$ cat config.mk
export PLATFORM = sky130hd
export DESIGN_NAME = imem_loader_flat
export DESIGN_NICKNAME = d
export VERILOG_FILES = /design/src/rtl/imem_loader_pkg.sv /design/src/rtl/imem_loader_if.sv /design/src/rtl/imem_loader.sv /design/src/flat_wrapper.sv
export SDC_FILE = /design/constraint.sdc
export NUM_CORES = 1
export LEC_CHECK = 0
export ABC_AREA = 0
export ABC_CLOCK_PERIOD_IN_PS = 3100
export BUFFER_PORTS_ARGS = -buffer_cell sky130_fd_sc_hd__buf_4
export CORE_MARGIN = 5
export CORE_UTILIZATION = 45
export CTS_CLUSTER_SIZE = 30
export DETAILED_ROUTE_END_ITERATION = 8
export PLACE_DENSITY = 0.68
export SLEW_MARGIN = 20
export SYNTH_ARGS = -nofsm -noshare
export SYNTH_HDL_FRONTEND = slang
export SYNTH_SLANG_ARGS = --single-unit
$ cat constraint.sdc
create_clock -name clk -period 3.1 [get_ports clk]
set_clock_uncertainty 0.2 [all_clocks]
set_input_delay 0.62 -clock clk [delete_from_list [all_inputs] [get_ports clk]]
set_output_delay 0.62 -clock clk [all_outputs]
set_load 0.02 [all_outputs]
$ cat src/rtl/imem_loader_pkg.sv
// Shared types and constants for the boot-time IMEM loader.
package imem_loader_pkg;

    // Frame start marker on the host link.
    localparam logic [7:0] LOADER_MAGIC = 8'hA5;

    // Width of the IMEM byte address and write data buses.
    localparam int IMEM_ADDR_W = 32;

    typedef enum logic [2:0] {
        S_MAGIC,
        S_LEN_LO,
        S_LEN_HI,
        S_DATA,
        S_CSUM,
        S_DONE,
        S_ERROR
    } loader_state_t;

    // The loader takes bytes in every state except the two terminal ones.
    function automatic logic state_accepts(loader_state_t s);
        return (s != S_DONE) && (s != S_ERROR);
    endfunction

endpackage

$ cat src/rtl/imem_loader_if.sv
// Host byte link plus IMEM write port of the boot loader.
// Link handshake: a byte moves on a rising clk edge where rx_valid and
// rx_ready are both high; rx_data is don't-care in any other cycle and the
// source may raise or drop rx_valid freely between transfers.
interface imem_loader_if;
    import imem_loader_pkg::*;

    logic                   rx_valid;
    logic [7:0]             rx_data;
    logic                   rx_ready;
    logic                   imem_we;
    logic [IMEM_ADDR_W-1:0] imem_addr;
    logic [IMEM_ADDR_W-1:0] imem_wdata;

    // Host side: sources bytes and observes the IMEM write port.
    modport master (
        output rx_valid,
        output rx_data,
        input  rx_ready,
        input  imem_we,
        input  imem_addr,
        input  imem_wdata
    );

    // Loader side: sinks bytes and drives the IMEM write port.
    modport slave (
        input  rx_valid,
        input  rx_data,
        output rx_ready,
        output imem_we,
        output imem_addr,
        output imem_wdata
    );

endinterface

$ cat src/rtl/imem_loader.sv
// Boot-time IMEM writer: parses a framed little-endian byte stream, writes
// 32-bit words from address 0 upward and releases the core reset only after
// the whole frame has landed and its XOR checksum matches.
module imem_loader
    import imem_loader_pkg::*;
#(
    parameter int IMEM_DEPTH = 1024
) (
    input  logic          clk,
    input  logic          rst_n,
    input  logic          restart,
    imem_loader_if.slave  bus,
    output logic          core_rst_n,
    output logic          load_done,
    output logic          load_error,
    output loader_state_t state
);

    localparam int          IDX_W       = $clog2(IMEM_DEPTH) + 1;
    localparam int          PAD_W       = IMEM_ADDR_W - IDX_W - 2;
    localparam logic [16:0] DEPTH_LIMIT = 17'(IMEM_DEPTH);

    logic                   rdy_q;
    logic [15:0]            len;
    logic [IDX_W-1:0]       word_idx;
    logic [1:0]             byte_cnt;
    logic [7:0]             csum;
    logic [23:0]            word_buf;
    logic                   we_q;
    logic [IMEM_ADDR_W-1:0] addr_q;
    logic [IMEM_ADDR_W-1:0] wdata_q;

    logic accept;
    logic word_end;
    logic last_word;
    logic len_too_big;
    logic len_zero;

    // restart wins over any byte: it masks ready in the same cycle.
    assign accept      = bus.rx_valid && rdy_q && !restart;
    assign word_end    = (byte_cnt == 2'd3);
    assign last_word   = ((16'(word_idx) + 16'd1) == len);
    // Length checks use the high byte as it arrives together with the latched low byte.
    assign len_too_big = ({1'b0, bus.rx_data, len[7:0]} > DEPTH_LIMIT);
    assign len_zero    = ({bus.rx_data, len[7:0]} == 16'd0);

    assign bus.rx_ready   = rdy_q && !restart;
    assign bus.imem_we    = we_q;
    assign bus.imem_addr  = addr_q;
    assign bus.imem_wdata = wdata_q;

    // Frame-level control: state, link ready and the sticky status/reset outputs.
    always_ff @(posedge clk or negedge rst_n) begin
        if (!rst_n) begin
            state      <= S_MAGIC;
            rdy_q      <= 1'b0;
            core_rst_n <= 1'b0;
            load_done  <= 1'b0;
            load_error <= 1'b0;
        end else if (restart) begin
            state      <= S_MAGIC;
            rdy_q      <= 1'b1;
            core_rst_n <= 1'b0;
            load_done  <= 1'b0;
            load_error <= 1'b0;
        end else begin
            rdy_q <= state_accepts(state);
            if (accept) begin
                case (state)
                    S_MAGIC: begin
                        if (bus.rx_data == LOADER_MAGIC) begin
                            state <= S_LEN_LO;
                        end
                    end
                    S_LEN_LO: begin
                        state <= S_LEN_HI;
                    end
                    S_LEN_HI: begin
                        if (len_too_big) begin
                            state      <= S_ERROR;
                            rdy_q      <= 1'b0;
                            load_error <= 1'b1;
                        end else if (len_zero) begin
                            state <= S_CSUM;
                        end else begin
                            state <= S_DATA;
                        end
                    end
                    S_DATA: begin
                        if (word_end && last_word) begin
                            state <= S_CSUM;
                        end
                    end
                    S_CSUM: begin
                        rdy_q <= 1'b0;
                        if (bus.rx_data == csum) begin
                            state      <= S_DONE;
                            load_done  <= 1'b1;
                            core_rst_n <= 1'b1;
                        end else begin
                            state      <= S_ERROR;
                            load_error <= 1'b1;
                        end
                    end
                    default: begin
                    end
                endcase
            end
        end
    end

    // Datapath: length latch, word assembler, checksum, word counter and IMEM write strobe.
    always_ff @(posedge clk or negedge rst_n) begin
        if (!rst_n) begin
            len      <= '0;
            word_idx <= '0;
            byte_cnt <= '0;
            csum     <= '0;
            word_buf <= '0;
            we_q     <= 1'b0;
            addr_q   <= '0;
            wdata_q  <= '0;
        end else begin
            we_q <= 1'b0;
            if (restart) begin
                len      <= '0;
                word_idx <= '0;
                byte_cnt <= '0;
                csum     <= '0;
            end else if (accept) begin
                case (state)
                    S_LEN_LO: len[7:0]  <= bus.rx_data;
                    S_LEN_HI: len[15:8] <= bus.rx_data;
                    S_DATA: begin
                        csum     <= csum ^ bus.rx_data;
                        byte_cnt <= byte_cnt + 2'd1;
                        case (byte_cnt)
                            2'd0: word_buf[7:0]   <= bus.rx_data;
                            2'd1: word_buf[15:8]  <= bus.rx_data;
                            2'd2: word_buf[23:16] <= bus.rx_data;
                            default: begin
                                // Fourth byte completes the word; it is written next cycle.
                                we_q     <= 1'b1;
                                wdata_q  <= {bus.rx_data, word_buf};
                                addr_q   <= {{PAD_W{1'b0}}, word_idx, 2'b00};
                                word_idx <= word_idx + 1'b1;
                            end
                        endcase
                    end
                    default: begin
                    end
                endcase
            end
        end
    end

endmodule

$ cat src/flat_wrapper.sv
// flat-port wrapper written by rule: the top's interface ports become plain ports
module imem_loader_flat import imem_loader_pkg::*;
#(
    parameter int IMEM_DEPTH = 1024
)
  (clk, rst_n, restart, core_rst_n, load_done, load_error, state, bus_rx_valid, bus_rx_data, bus_rx_ready, bus_imem_we, bus_imem_addr, bus_imem_wdata);
  imem_loader_if bus_i ();
  input  logic clk;
  input  logic rst_n;
  input  logic restart;
  output logic core_rst_n;
  output logic load_done;
  output logic load_error;
  output loader_state_t state;
  input wire logic [$bits(bus_i.rx_valid)-1:0] bus_rx_valid;
  input wire logic [$bits(bus_i.rx_data)-1:0] bus_rx_data;
  output wire logic [$bits(bus_i.rx_ready)-1:0] bus_rx_ready;
  output wire logic [$bits(bus_i.imem_we)-1:0] bus_imem_we;
  output wire logic [$bits(bus_i.imem_addr)-1:0] bus_imem_addr;
  output wire logic [$bits(bus_i.imem_wdata)-1:0] bus_imem_wdata;
  assign bus_i.rx_valid = bus_rx_valid;
  assign bus_i.rx_data = bus_rx_data;
  assign bus_rx_ready = bus_i.rx_ready;
  assign bus_imem_we = bus_i.imem_we;
  assign bus_imem_addr = bus_i.imem_addr;
  assign bus_imem_wdata = bus_i.imem_wdata;
  imem_loader #(.IMEM_DEPTH(IMEM_DEPTH)) u_core (.clk(clk), .rst_n(rst_n), .restart(restart), .bus(bus_i), .core_rst_n(core_rst_n), .load_done(load_done), .load_error(load_error), .state(state));
endmodule
==> results.txt <==
----------------------------------------------------
[Worst setup path]
  Cell family contributing the most delay on the critical path ... compound AO/OA/AOI/OAI gates
  Crit-path max cell delay ... between 400 and 500 ps
  Buf/Inv on CP ... 0
  Crit Path Class ... flop to flop
  Endpoint kind of the worst setup timing path ... flop
  Data arrival time of the critical path ... 2470 ps
  Register-to-register setup slack ... approximately 650 ps
  Length in cells of the worst reg-to-reg path ... 7
  Cell chain of the critical path ... ha_1 > a21boi_0 > a32oi_1 > o211ai_1 > nand4_1 > nor4_1 > o21ai_0
  Worst Path Max Fanout ... 8
  Launch instance of the worst register-to-register path ... u_core.word_idx[1]
  Kind of start point of the critical path ... flop
  Capturing point of the worst reg2reg path ... u_core.state[0]
  Required time at the worst-slack endpoint ... between 3000 and 4000 ps
  Cell with the largest stage delay on the worst path ... dfrtp_1

[CTS]
  Post-CTS Resized ... 0
  Quantity of hold-fixing buffers added after cts ... 0
  Clk Tree Root Cell ... clkbuf_16
  Clock latency at the later pin of the worst-skew pair ... around 350 ps
  Num Clock Sinks ... between 100 and 150
  Clock tree from TritonCTS ... yes
  Clock-pin transition on the worst setup and hold timing paths ... roughly 70 ps
  Total clock buffers created by CTS ... 9
  H-tree depth ... 3
  Number of buffers added for setup after CTS ... 0
  Buffer depth of the longest clock path ... 2

[Floorplan]
  Area enclosed by the die boundary ... roughly 0.014 sq mm
  Initial Util ... a little under half
  Io pins ... 84
  Floorplan Core Area ... about 0.012 sq mm
  Cell row count ... 40
  Die Y ... ~120 um
  Die span in x ... 119 um

[Yosys]
  Sequential fraction of the synthesis area ... around 52%
  Async set-or-reset flop fraction in the synthesized netlist ... between 90% and 100%
  Count of mapped cells out of synthesis ... between 400 and 500
  Total standard cell area after synthesis ... ~0.0054 sq mm
  Most common flop cell mapped by yosys ... dfrtp_1
  Count of flip-flops with a built-in enable after synthesis ... 0
  Distinct cells, synth ... 57
  Yosys warning total ... 0
  FF+latch count, synth ... about 110
  Synthesized area divided by synthesized cell count ... around 11 sq um

[Drt]
  Routed wire per std cell ... approximately 17 um
  Antenna-violating nets left ... 0
  Mean number of vias per cell ... 5.43
  DR vias ... 3680
  DR iter-0 viols ... 249
  Number of remaining DRC errors ... 0
  Iteration count of the initial detailed-routing pass ... 4
  Total length of routed wires ... 11.9 mm

[Global route]
  Total global routing overflow ... 0
  Global-route usage over all layers ... about 17%
  Pin count of the biggest net entering global routing ... 47
  Wire length of the first global-routing pass ... roughly 20 mm
  Initial antenna violation count ... 0
  Vias in the first global route ... approximately 3700

[STA]
  Unrepaired setup endpoints after global routing ... no
  Final Hold Viols ... 0
  Final critical-path required period ... 2450 ps
  Final number of setup-violating endpoints ... 0
  Ratio of final minimum period to clock period ... a little under 80%
  Max-slew violations ... 0
  Transition time of the tightest slew-check pin ... 903 ps
  Worst hold slack ... about 90 ps
  Max frequency ... 408 MHz
  Max-Slew Margin vs Limit ... 39.3%
  Sum of negative setup slack ... 0 ps

[Power]
  Peak ir drop on the vdd network ... 336 uV
  Lkg Pwr ... slightly below 3 nW
  Total power per unit cell area ... about 560 mW/mm^2

[Final layout]
  Share of cells above drive strength 1 ... 29.2%
  Leading cell types in the layout, fill and taps excluded ... dfrtp_1 (111), buf_4 (70), mux2_2 (59), nor2_1 (43), nand2_1 (25)
  Ant. Diodes ... 0
  Final #Nets ... 543
  Most common cell after layout, fill and taps aside ... dfrtp_1
  Layout-stage area growth over the synthesis result ... 14.8%

[Job]
  Maxcap violations ... 0

[Status]
  Result of the run ... finished, final reports clean

[Min path]
  Hold Path Class ... input pin to async pin

[Place]
  HPWL Detailed ... roughly 8.2 mm
  Count of buffers inserted at the top-level ports ... 62
  Final RePlAce weighted congestion ... roughly 0.89

----------------------------------------------------
==> flip-flops by register name (all words and copies together), names as in the netlist <==
register / flops
u_core.csum: 8
u_core.word_idx: 11
u_core.load_error: 1
u_core.word_buf: 24
u_core.load_done: 1
u_core.byte_cnt: 2
u_core.state: 3
u_core.bus.imem_wdata: 32
u_core.bus.imem_we: 1
u_core.bus.imem_addr: 11
u_core.len: 16
u_core.rdy_q: 1
==> metal layers <==
metal / global-route usage (%) / share of wire [%] / vias to the layer above
met2: 27.5 / 48 / 109
li1: - / - / 1711
met1: 23.6 / 44 / 1847
met5: 0 / 0 / -
met3: 3.89 / 5.7 / 13
met4: 6.66 / 1.9 / 0
==> metrics by stage <==
stage | worst slack [ps] | util, % | area [sq um] | std cells | total power (W)
CTS | 640 | 52.0 | 6170 | 678 | 0.00347
floorplan | 772 | - | 5450 | 494 | 0.00211
global route | 384 | 52.0 | 6170 | 678 | 0.00360
finish | 648 | 52.0 | 6170 | 678 | 0.00343
detailed placement | 566 | 49.5 | 5880 | 662 | 0.00229
global placement | 581 | 49.5 | 5880 | 662 | 0.00226
==> synthesized netlist by cell type, types with 2 or more instances <==
cell,n,share of area [%]
o211ai_1,3,0.42
a32oi_1,2,0.33
nand3_1,11,1.0
o21ai_0,16,1.5
a31oi_1,5,0.58
nand4b_1,3,0.49
nand2b_1,4,0.47
dfrtp_1,111,52
a21oi_1,11,1.0
and4_1,2,0.33
ha_1,5,1.2
mux2i_1,10,1.9
and2_1,2,0.23
nor4_1,6,0.70
xor2_1,17,2.8
a22o_1,8,1.3
or3_4,2,0.42
inv_1,8,0.56
or3_1,4,0.47
nand4_1,6,0.70
clkbuf_1,11,0.77
nor2_1,43,3.0
nor3_1,7,0.65
buf_4,25,3.5
nand2_2,3,0.35
nand2_1,25,1.7
o21ai_1,3,0.28
buf_2,12,1.1
mux2_1,2,0.42
xnor2_1,21,3.4
mux2_2,59,12
o31a_1,2,0.33
==> final cells by class <==
type | instances | area (sq um)
clock buffer | 10 | 229
fill | 1021 | 5690
sequential | 111 | 2780
multi-input combinational | 325 | 2340
tap | 147 | 184
clock inverter | 6 | 66.3
timing repair buffer | 71 | 546
inverter | 8 | 30.0
==> where the power goes <==
part / internal, W / switching (W)
Sequential: 0.00156 / 0.000121
Clock: 0.000634 / 0.000542
Combinational: 0.000244 / 0.000333
Total: 0.00244 / 0.000996
==> how the worst max path moves through the flow <==
stage / depth (start not counted) / slack [ps] / start / to
after floorplan: 7 / 770 / bus_rx_data[4] / u_core.state[2]
after global placement: 6 / 580 / bus_rx_valid / u_core.word_idx[6]
after detailed placement: 5 / 570 / restart / u_core.word_buf[3]
after CTS: 5 / 640 / u_core.state[0] / u_core.word_buf[19]
after global routing: 7 / 380 / u_core.word_idx[1] / u_core.state[0]
final: 7 / 650 / u_core.word_idx[1] / u_core.state[0]
==> logic make-up after synthesis <==
group	count (synthesis)	share of synthesized area, %
multiplexers	71	14.6
buffers and inverters	58	6.22
XOR/XNOR	39	6.61
AO/OA/AOI/OAI	58	7.01
flip-flops	111	51.7
AND/OR/NAND/NOR	131	12.6
other	1	0.0698
adder cells (fa/ha/maj)	5	1.16
Power figures use the tool's default switching activity.
